File: config.mk
export PLATFORM = sky130hd
export DESIGN_NAME = trap_sequencer
export DESIGN_NICKNAME = d
export VERILOG_FILES = /design/src/rtl/trap_sequencer.sv
export SDC_FILE = /design/constraint.sdc
export NUM_CORES = 1
export LEC_CHECK = 0
export ABC_AREA = 1
export CORE_MARGIN = 2
export CORE_UTILIZATION = 30
export CTS_CLUSTER_DIAMETER = 200
export CTS_CLUSTER_SIZE = 12
export DETAILED_ROUTE_END_ITERATION = 12
export GPL_ROUTABILITY_DRIVEN = 0
export SLEW_MARGIN = 20
export SYNTH_ARGS = -nofsm -noshare
export SYNTH_HDL_FRONTEND = slang
export SYNTH_SLANG_ARGS = --single-unit
File: constraint.sdc
create_clock -name clk -period 5.35 [get_ports clk]
set_clock_uncertainty 0.1 [all_clocks]
set_input_delay 0.8025 -clock clk [delete_from_list [all_inputs] [get_ports clk]]
set_output_delay 0.8025 -clock clk [all_outputs]
set_load 0.005 [all_outputs]
File: src/rtl/trap_sequencer.sv
// trap_sequencer
//   Machine-mode trap controller. Takes synchronous exception requests
//   (ECALL, EBREAK, illegal instruction, instruction fetch fault) and MRET,
//   owns mtvec/mepc/mcause/mtval, and steps every trap through
//   DRAIN -> COMMIT (flush) -> REDIRECT before returning to IDLE.
//
// Ports
//   clk, rst              core clock; asynchronous active-low reset
//   dec_*                 decode-stage instruction, PC and exception/MRET flags
//   if_fault, if_misaligned, if_pc
//                         fetch fault on the next instruction and its address
//   pipe_idle             no older instruction remains in EX/LSU/WB
//   busy                  sequence in progress (stalls decode and fetch)
//   flush                 one-cycle pulse invalidating fetch and decode
//   redirect_valid/_pc    new fetch PC offered to ifetch
//   redirect_ready        ifetch accepts the redirect
//   csr_addr/wen/wdata    CSR access from the decode CSR instruction
//   csr_hit, csr_rdata    combinational hit flag and read data

module trap_sequencer #(
  parameter int XLEN = 32
) (
  input  logic            clk,
  input  logic            rst,
  input  logic            dec_valid,
  input  logic            dec_ecall,
  input  logic            dec_ebreak,
  input  logic            dec_illegal,
  input  logic            dec_mret,
  input  logic [XLEN-1:0] dec_pc,
  input  logic [31:0]     dec_instr,
  input  logic            if_fault,
  input  logic            if_misaligned,
  input  logic [XLEN-1:0] if_pc,
  input  logic            pipe_idle,
  output logic            busy,
  output logic            flush,
  output logic            redirect_valid,
  output logic [XLEN-1:0] redirect_pc,
  input  logic            redirect_ready,
  input  logic [11:0]     csr_addr,
  input  logic            csr_wen,
  input  logic [XLEN-1:0] csr_wdata,
  output logic            csr_hit,
  output logic [XLEN-1:0] csr_rdata
);

  localparam logic [11:0] ADDR_MTVEC  = 12'h305;
  localparam logic [11:0] ADDR_MEPC   = 12'h341;
  localparam logic [11:0] ADDR_MCAUSE = 12'h342;
  localparam logic [11:0] ADDR_MTVAL  = 12'h343;

  localparam logic [XLEN-1:0] CAUSE_FETCH_MISALIGNED = XLEN'(0);
  localparam logic [XLEN-1:0] CAUSE_FETCH_ACCESS     = XLEN'(1);
  localparam logic [XLEN-1:0] CAUSE_ILLEGAL          = XLEN'(2);
  localparam logic [XLEN-1:0] CAUSE_EBREAK           = XLEN'(3);
  localparam logic [XLEN-1:0] CAUSE_ECALL            = XLEN'(11);

  typedef enum logic [1:0] {
    IDLE     = 2'd0,
    DRAIN    = 2'd1,
    COMMIT   = 2'd2,
    REDIRECT = 2'd3
  } state_t;

  // Only direct-mode vectors and word-aligned PCs are supported.
  function automatic logic [XLEN-1:0] align4(input logic [XLEN-1:0] v);
    return {v[XLEN-1:2], 2'b00};
  endfunction

  // Only synchronous exceptions exist here, so the interrupt bit stays clear.
  function automatic logic [XLEN-1:0] clr_irq_bit(input logic [XLEN-1:0] v);
    return {1'b0, v[XLEN-2:0]};
  endfunction

  state_t          state;
  logic [XLEN-1:0] mtvec;
  logic [XLEN-1:0] mepc;
  logic [XLEN-1:0] mcause;
  logic [XLEN-1:0] mtval;

  // Request captured in IDLE and carried through the sequence
  logic            lat_mret;
  logic [XLEN-1:0] lat_cause;
  logic [XLEN-1:0] lat_pc;
  logic [XLEN-1:0] lat_tval;

  // Request decode
  logic            dec_req;
  logic            any_req;
  logic            req_mret;
  logic [XLEN-1:0] req_cause;
  logic [XLEN-1:0] req_pc;
  logic [XLEN-1:0] req_tval;

  always_comb begin
    req_mret  = 1'b0;
    req_cause = '0;
    req_pc    = dec_pc;
    req_tval  = '0;
    dec_req   = dec_valid & (dec_ecall | dec_ebreak | dec_illegal | dec_mret);
    // The decode instruction is older than the next fetch, so it wins; a
    // concurrent fetch fault is dropped and refetched after the flush.
    if (dec_req) begin
      if (dec_illegal) begin
        req_cause = CAUSE_ILLEGAL;
        req_tval  = XLEN'(dec_instr);
      end else if (dec_ecall) begin
        req_cause = CAUSE_ECALL;
      end else if (dec_ebreak) begin
        req_cause = CAUSE_EBREAK;
      end else begin
        req_mret  = 1'b1;
      end
    end else if (if_fault) begin
      req_pc    = if_pc;
      req_tval  = if_pc;
      req_cause = if_misaligned ? CAUSE_FETCH_MISALIGNED : CAUSE_FETCH_ACCESS;
    end
  end

  assign any_req = dec_req | if_fault;

  // CSR read port
  always_comb begin
    csr_hit   = 1'b1;
    csr_rdata = '0;
    unique case (csr_addr)
      ADDR_MTVEC:  csr_rdata = mtvec;
      ADDR_MEPC:   csr_rdata = mepc;
      ADDR_MCAUSE: csr_rdata = mcause;
      ADDR_MTVAL:  csr_rdata = mtval;
      default:     csr_hit   = 1'b0;
    endcase
  end

  // Request latch; data only, so it carries no reset.
  always_ff @(posedge clk) begin
    if (state == IDLE && any_req) begin
      lat_mret  <= req_mret;
      lat_cause <= req_cause;
      lat_pc    <= req_pc;
      lat_tval  <= req_tval;
    end
  end

  // Sequencer with registered outputs and the trap CSRs
  always_ff @(posedge clk or negedge rst) begin
    if (!rst) begin
      state          <= IDLE;
      busy           <= 1'b0;
      flush          <= 1'b0;
      redirect_valid <= 1'b0;
      redirect_pc    <= '0;
      mtvec          <= '0;
      mepc           <= '0;
      mcause         <= '0;
      mtval          <= '0;
    end else begin
      flush <= 1'b0;
      unique case (state)
        IDLE: begin
          if (any_req) begin
            // A CSR write in the trapping cycle belongs to an instruction
            // that must not retire, so it is dropped here.
            state <= DRAIN;
            busy  <= 1'b1;
          end else if (csr_wen && csr_hit) begin
            unique case (csr_addr)
              ADDR_MTVEC:  mtvec  <= align4(csr_wdata);
              ADDR_MEPC:   mepc   <= align4(csr_wdata);
              ADDR_MCAUSE: mcause <= clr_irq_bit(csr_wdata);
              default:     mtval  <= csr_wdata;
            endcase
          end
        end
        DRAIN: begin
          if (pipe_idle) begin
            state <= COMMIT;
            flush <= 1'b1;
          end
        end
        COMMIT: begin
          if (!lat_mret) begin
            mepc   <= align4(lat_pc);
            mcause <= lat_cause;
            mtval  <= lat_tval;
          end
          // COMMIT never writes mtvec, and MRET never writes mepc, so the
          // pre-commit values are already the post-commit targets.
          redirect_pc    <= lat_mret ? mepc : mtvec;
          redirect_valid <= 1'b1;
          state          <= REDIRECT;
        end
        REDIRECT: begin
          if (redirect_ready) begin
            redirect_valid <= 1'b0;
            busy           <= 1'b0;
            state          <= IDLE;
          end
        end
        default: state <= IDLE;
      endcase
    end
  end

endmodule

Yosys cells after proc, flatten, opt, wreduce, memory -nomap -nowiden
Cells that the tools add are included.
- bits in registers: 260
- latch bits: 0
- memory bits (writable): 0
- ROM bits: 0
- bits of input ports: 152
- output and inout bits: 68
- logic and storage cells: 92
- memories: 0
- add/subtract/negate cells: 0
- $mul: 0
- div/mod/pow operators: 0
- $lt $le $gt $ge: 0
- eq/ne operators: 16
- shift operators: 0
- multiplexer cells: 40
- bitwise gates (word level): 7
- reduce and logical (&&, ||, !) cells: 16
- operators with widths (cell ; number):
    $mux W32 ; 19
    $pmux W32 S2 ; 3
    $pmux W32 S4 ; 1
    $eq A12 B10 Y1 const B ; 4
    $reduce_and A5 Y1 ; 3
    $ne A2 B2 Y1 const B ; 6
    $mux W1 ; 8
    $mux W2 ; 4
    $mux W4 ; 2
    $pmux W2 S4 ; 1
    $ne A2 B1 Y1 const B ; 3
    $reduce_and A3 Y1 ; 2
    $reduce_bool A2 Y1 ; 3
    $reduce_or A3 Y1 ; 2
    $eq A2 B2 Y1 const B ; 2
    $or A1 B1 Y1 ; 4
    $pmux W1 S2 ; 2
    $reduce_and A4 Y1 ; 1
    $reduce_or A4 Y1 ; 1
    $eq A2 B1 Y1 const B ; 1
    $logic_and A1 B1 Y1 ; 2
    $logic_not A2 Y1 ; 1
    $not A1 Y1 ; 2
    $reduce_and A2 Y1 ; 1
    $and A1 B1 Y1 ; 1

Depth between registers and ports, before layout
- depth in word-level cells: 7
- gate-level depth with buffers: 12
- gate-level depth less buffers: 10

Least setup slack after synthesis
Ideal clock, no wire load.
- kind: input-to-reg
- from: in dec_illegal
- to: reg lat_cause[0], enable pin
- setup time: 0.420 ns
- data arrival time: 2.612 ns
- data required time: 4.830 ns
- path slack: 2.218 ns
- stages: 7
- path buffers: 1
- path through: buf_2 inv_2 nand3b_1 nand2_2 nand2_1 nand2_1 inv_1
- word-level cells in the longest chain between the ends: 5
- ends and longest elaborated chain (item ; RTL line ; RTL):
    start: declaration ; 28 ; input logic dec_illegal,
    $or A1 B1 Y1 (2 in series) ; 101 ; dec_req = dec_valid & (dec_ecall | dec_ebreak | dec_illegal | dec_mret);
    $and A1 B1 Y1 ; 101 ;
    $or A1 B1 Y1 ; 122 ; assign any_req = dec_req | if_fault;
    $logic_and A1 B1 Y1 ; 139 ; if (state == IDLE && any_req) begin
    end signal: assignment ; 141 ; lat_cause <= req_cause;
    end: declaration ; 84 ; logic [XLEN-1:0] lat_cause;
No other way between the ends.
A chain may end at the register's enable or synchronous reset.

Worst setup path in the final report
- from: in csr_addr[7]
- to: out csr_rdata[23]
- word-level cells in the longest chain between the ends: 2
- ends and longest elaborated chain (item ; RTL line ; RTL):
    start: declaration ; 41 ; input logic [11:0] csr_addr,
    $eq A12 B10 Y1 ; 128 ; unique case (csr_addr)
    $pmux W32 S4 (*) ; 128 ;
    end: declaration ; 45 ; output logic [XLEN-1:0] csr_rdata
Every way passes the cells marked *; elsewhere a longest branch is shown, timed or not.

==> flow_metrics.tcl <==
set metrics [dict create \
    yosysSeqAreaShare_pct 53.2 \
    holdWs_ps 231 \
    p_leak_nw 6.60 \
    synth-edff-count 66 \
    io_pins 220 \
    crit_type "in2out" \
    htreeDepth 1 \
    final_cells 2055 \
    initial_core_util_pct 30.5 \
    cts_buffers 22 \
    status "finished, final reports clean" \
    cp.arrival_ps 3490 \
    async_reset_ff_share_pct 70.5 \
    worst_pin_slew_ps 1050 \
    timing.final.hold_violations 0 \
    synthTopCellsByArea "dfrtp_1 35%, nand2_1 18%, edfxtp_1 18%, nand3_1 6.5%, inv_1 3.8%" \
    ys.flop_type "dfrtp_1" \
    firstDrtPassIters 5 \
    drc 0 \
    relSlewSlack_pct 30.0 \
    yosysTopAreaCellShare_pct 35.4 \
    fin_nets 1736 \
    rows 70 \
    drtIter0Drc 885 \
    required_ps 4450 \
    critPathLaunchType "input pin" \
    cts_buffer_depth 3 \
    drive_gt1_share_pct 4.66 \
    routedWlPerCell_um 17.3 \
    cts-resized-gates 0 \
    postCtsHoldBufs 0 \
    clk_pin_slew_worst_paths_ps 60 \
    die_area_mm2 0.0388 \
    grt_pass1_wl_mm 54.6 \
    n_fill_cell 3712 \
    cts_root_buffer "clkbuf_16" \
    path_max_fanout 26 \
    total_power_mw 6.96 \
    worst_slack_ps 957 \
    clock_sinks 224 \
    cap_viol_max_count 0 \
    peakVddDrop_mv 0.465 \
    cts_tree "built" \
    setup_viol 0 \
    syn_avg_cell_area_um2 7.95 \
    worstSkewPairLatency_ps 510 \
    synthToLayoutAreaGrowth_pct 28.2 \
    grt_pass1_vias 9347 \
    drv_slew 0 \
    wirelength_mm 35.6 \
    grtUsageTotal_pct 18.2 \
    drtAntennaViolNets 0 \
    vias 9796 \
    grt_max_degree 98 \
    synth_cell_types 34 \
    period_needed_ps 4390 \
    dieHeight_um 197 \
    hold_class "in2async" \
    crit_start "csr_addr[7]" \
    p_per_area_mw_per_mm2 486 \
    regArea_mm2 0.00594 \
    r2r_start "state[0]" \
    synth.cell_area_mm2 0.0112 \
    setup-tns-final_ps 0 \
    grt_antenna_before_repair 0 \
    post_cts_buffers 0 \
    netlist_instances 1405 \
    synth-warning-count 0 \
    n_antenna_cell 0 \
    multi_input_area_mm2 0.00436 \
    rsz0062_at_grt "false" \
    overflow 0 \
    worstSetupEndpointType "output pin" \
    placed_cells 2024 \
    synth_area_leader_cell "dfrtp_1" \
    ys_seq_elements 224 \
    core_mm2 0.0366 \
    vias_per_cell 4.77 \
    die_x_um 197 \
    hpwl_mm 25.2 \
    timing.fmax_mhz 228 \
    io_buffer_count 215 \
    fin_crit_sh_pct 82.1 \
    dpl_worst_slack_ps 1010 \
]
==> path summary, 6_finish.rpt <==
check | to | slack [ps] | cells past startpoint
min in group clk | mcause[19] | 370 | 2
worst min-delay path | mepc[4] | 230 | 1
worst max register to register | mepc[21] | 2400 | 9
max in group asynchronous | redirect_pc[26] | 3780 | 2
worst min register to register | mcause[19] | 370 | 2
worst max-delay path | csr_rdata[23] | 960 | 10
==> synth_stat cells, types with 2 or more instances <==
cell type / n
clkbuf_1: 44
nor2_2: 4
nand3_2: 2
buf_6: 8
buf_4: 2
buf_2: 31
o21ai_0: 42
ha_1: 4
a21oi_2: 2
dfrtp_1: 158
nand2_2: 3
nand2_1: 539
o2111ai_1: 29
inv_2: 3
edfxtp_1: 66
nor2_4: 2
o211ai_1: 2
inv_1: 114
buf_1: 6
nand3_1: 145
nand4_1: 30
a32o_1: 2
nor2_1: 101
o21ai_1: 24
a21oi_1: 33
==> cells by family (layout without fill, tap and decap cells) <==
logic type / Yosys count / after routing / synth area share [%]
and+or+nand+nor: 831 / 831 / 30.9
adders and majority gates: 4 / 4 / 0.448
AOI/OAI and AO/OA: 137 / 137 / 7.49
buffers and inverters: 208 / 389 / 7.95
DFF: 224 / 224 / 53.2
other: 1 / 2 / 0.0336
==> where the power goes <==
group / internal, mW / switching (mW)
clock: 0.803 / 0.627
sequential: 2.41 / 0.319
combinational: 0.964 / 1.83
total: 4.18 / 2.78
==> metrics by stage <==
stage	area, um2	util (%)
floorplan	11200	-
global placement	13700	37.4
detailed placement	13700	37.4
CTS	14300	39.1
global route	14300	39.1
finish	14300	39.1
==> metal layers <==
metal | vias to the layer above | wire [um] | track usage, %
met5 | - | 0 | 0
met4 | 0 | 935 | 5.60
met3 | 53 | 2350 | 2.40
met2 | 358 | 15000 | 26.6
met1 | 4507 | 17300 | 27.7
li1 | 4878 | - | -
==> state kept, by name (all words and copies together), names as in the netlist, 2 cells and up <==
name	flops
lat_cause	3
lat_tval	32
redirect_pc	30
mtvec	30
mtval	32
mepc	30
state	2
mcause	31
lat_pc	30
==> worst max-delay path: stages <==
cell	delay [ps]
clkdlybuf4s50_1	440
inv_2	60
nand2_1	50
nor2_2	420
nand3_1	170
inv_1	230
buf_4	390
nand2_1	110
o2111ai_1	210
clkdlybuf4s50_1	590
==> placed cells by master (no fill, tap or decap), drive strengths merged, types with 2 or more instances in the layout <==
cell type / instances
nor2: 107
buf: 27
o211ai: 2
a32o: 2
a21oi: 36
nand2: 543
clkdlybuf4s50: 214
o21ai: 67
dfrtp: 158
inv: 117
o2111ai: 29
edfxtp: 66
conb: 2
nand3: 148
nand4: 30
ha: 4
clkbuf: 31
==> final cells by class <==
cell class | instances | area share [%]
flip-flops and latches | 224 | 41.5
inverters | 117 | 3.07
clock buffers | 31 | 4.38
well taps | 468 | 4.09
repair buffers | 241 | 16.5
multi-input cells | 974 | 30.5
(Power assumes the default switching activity.)
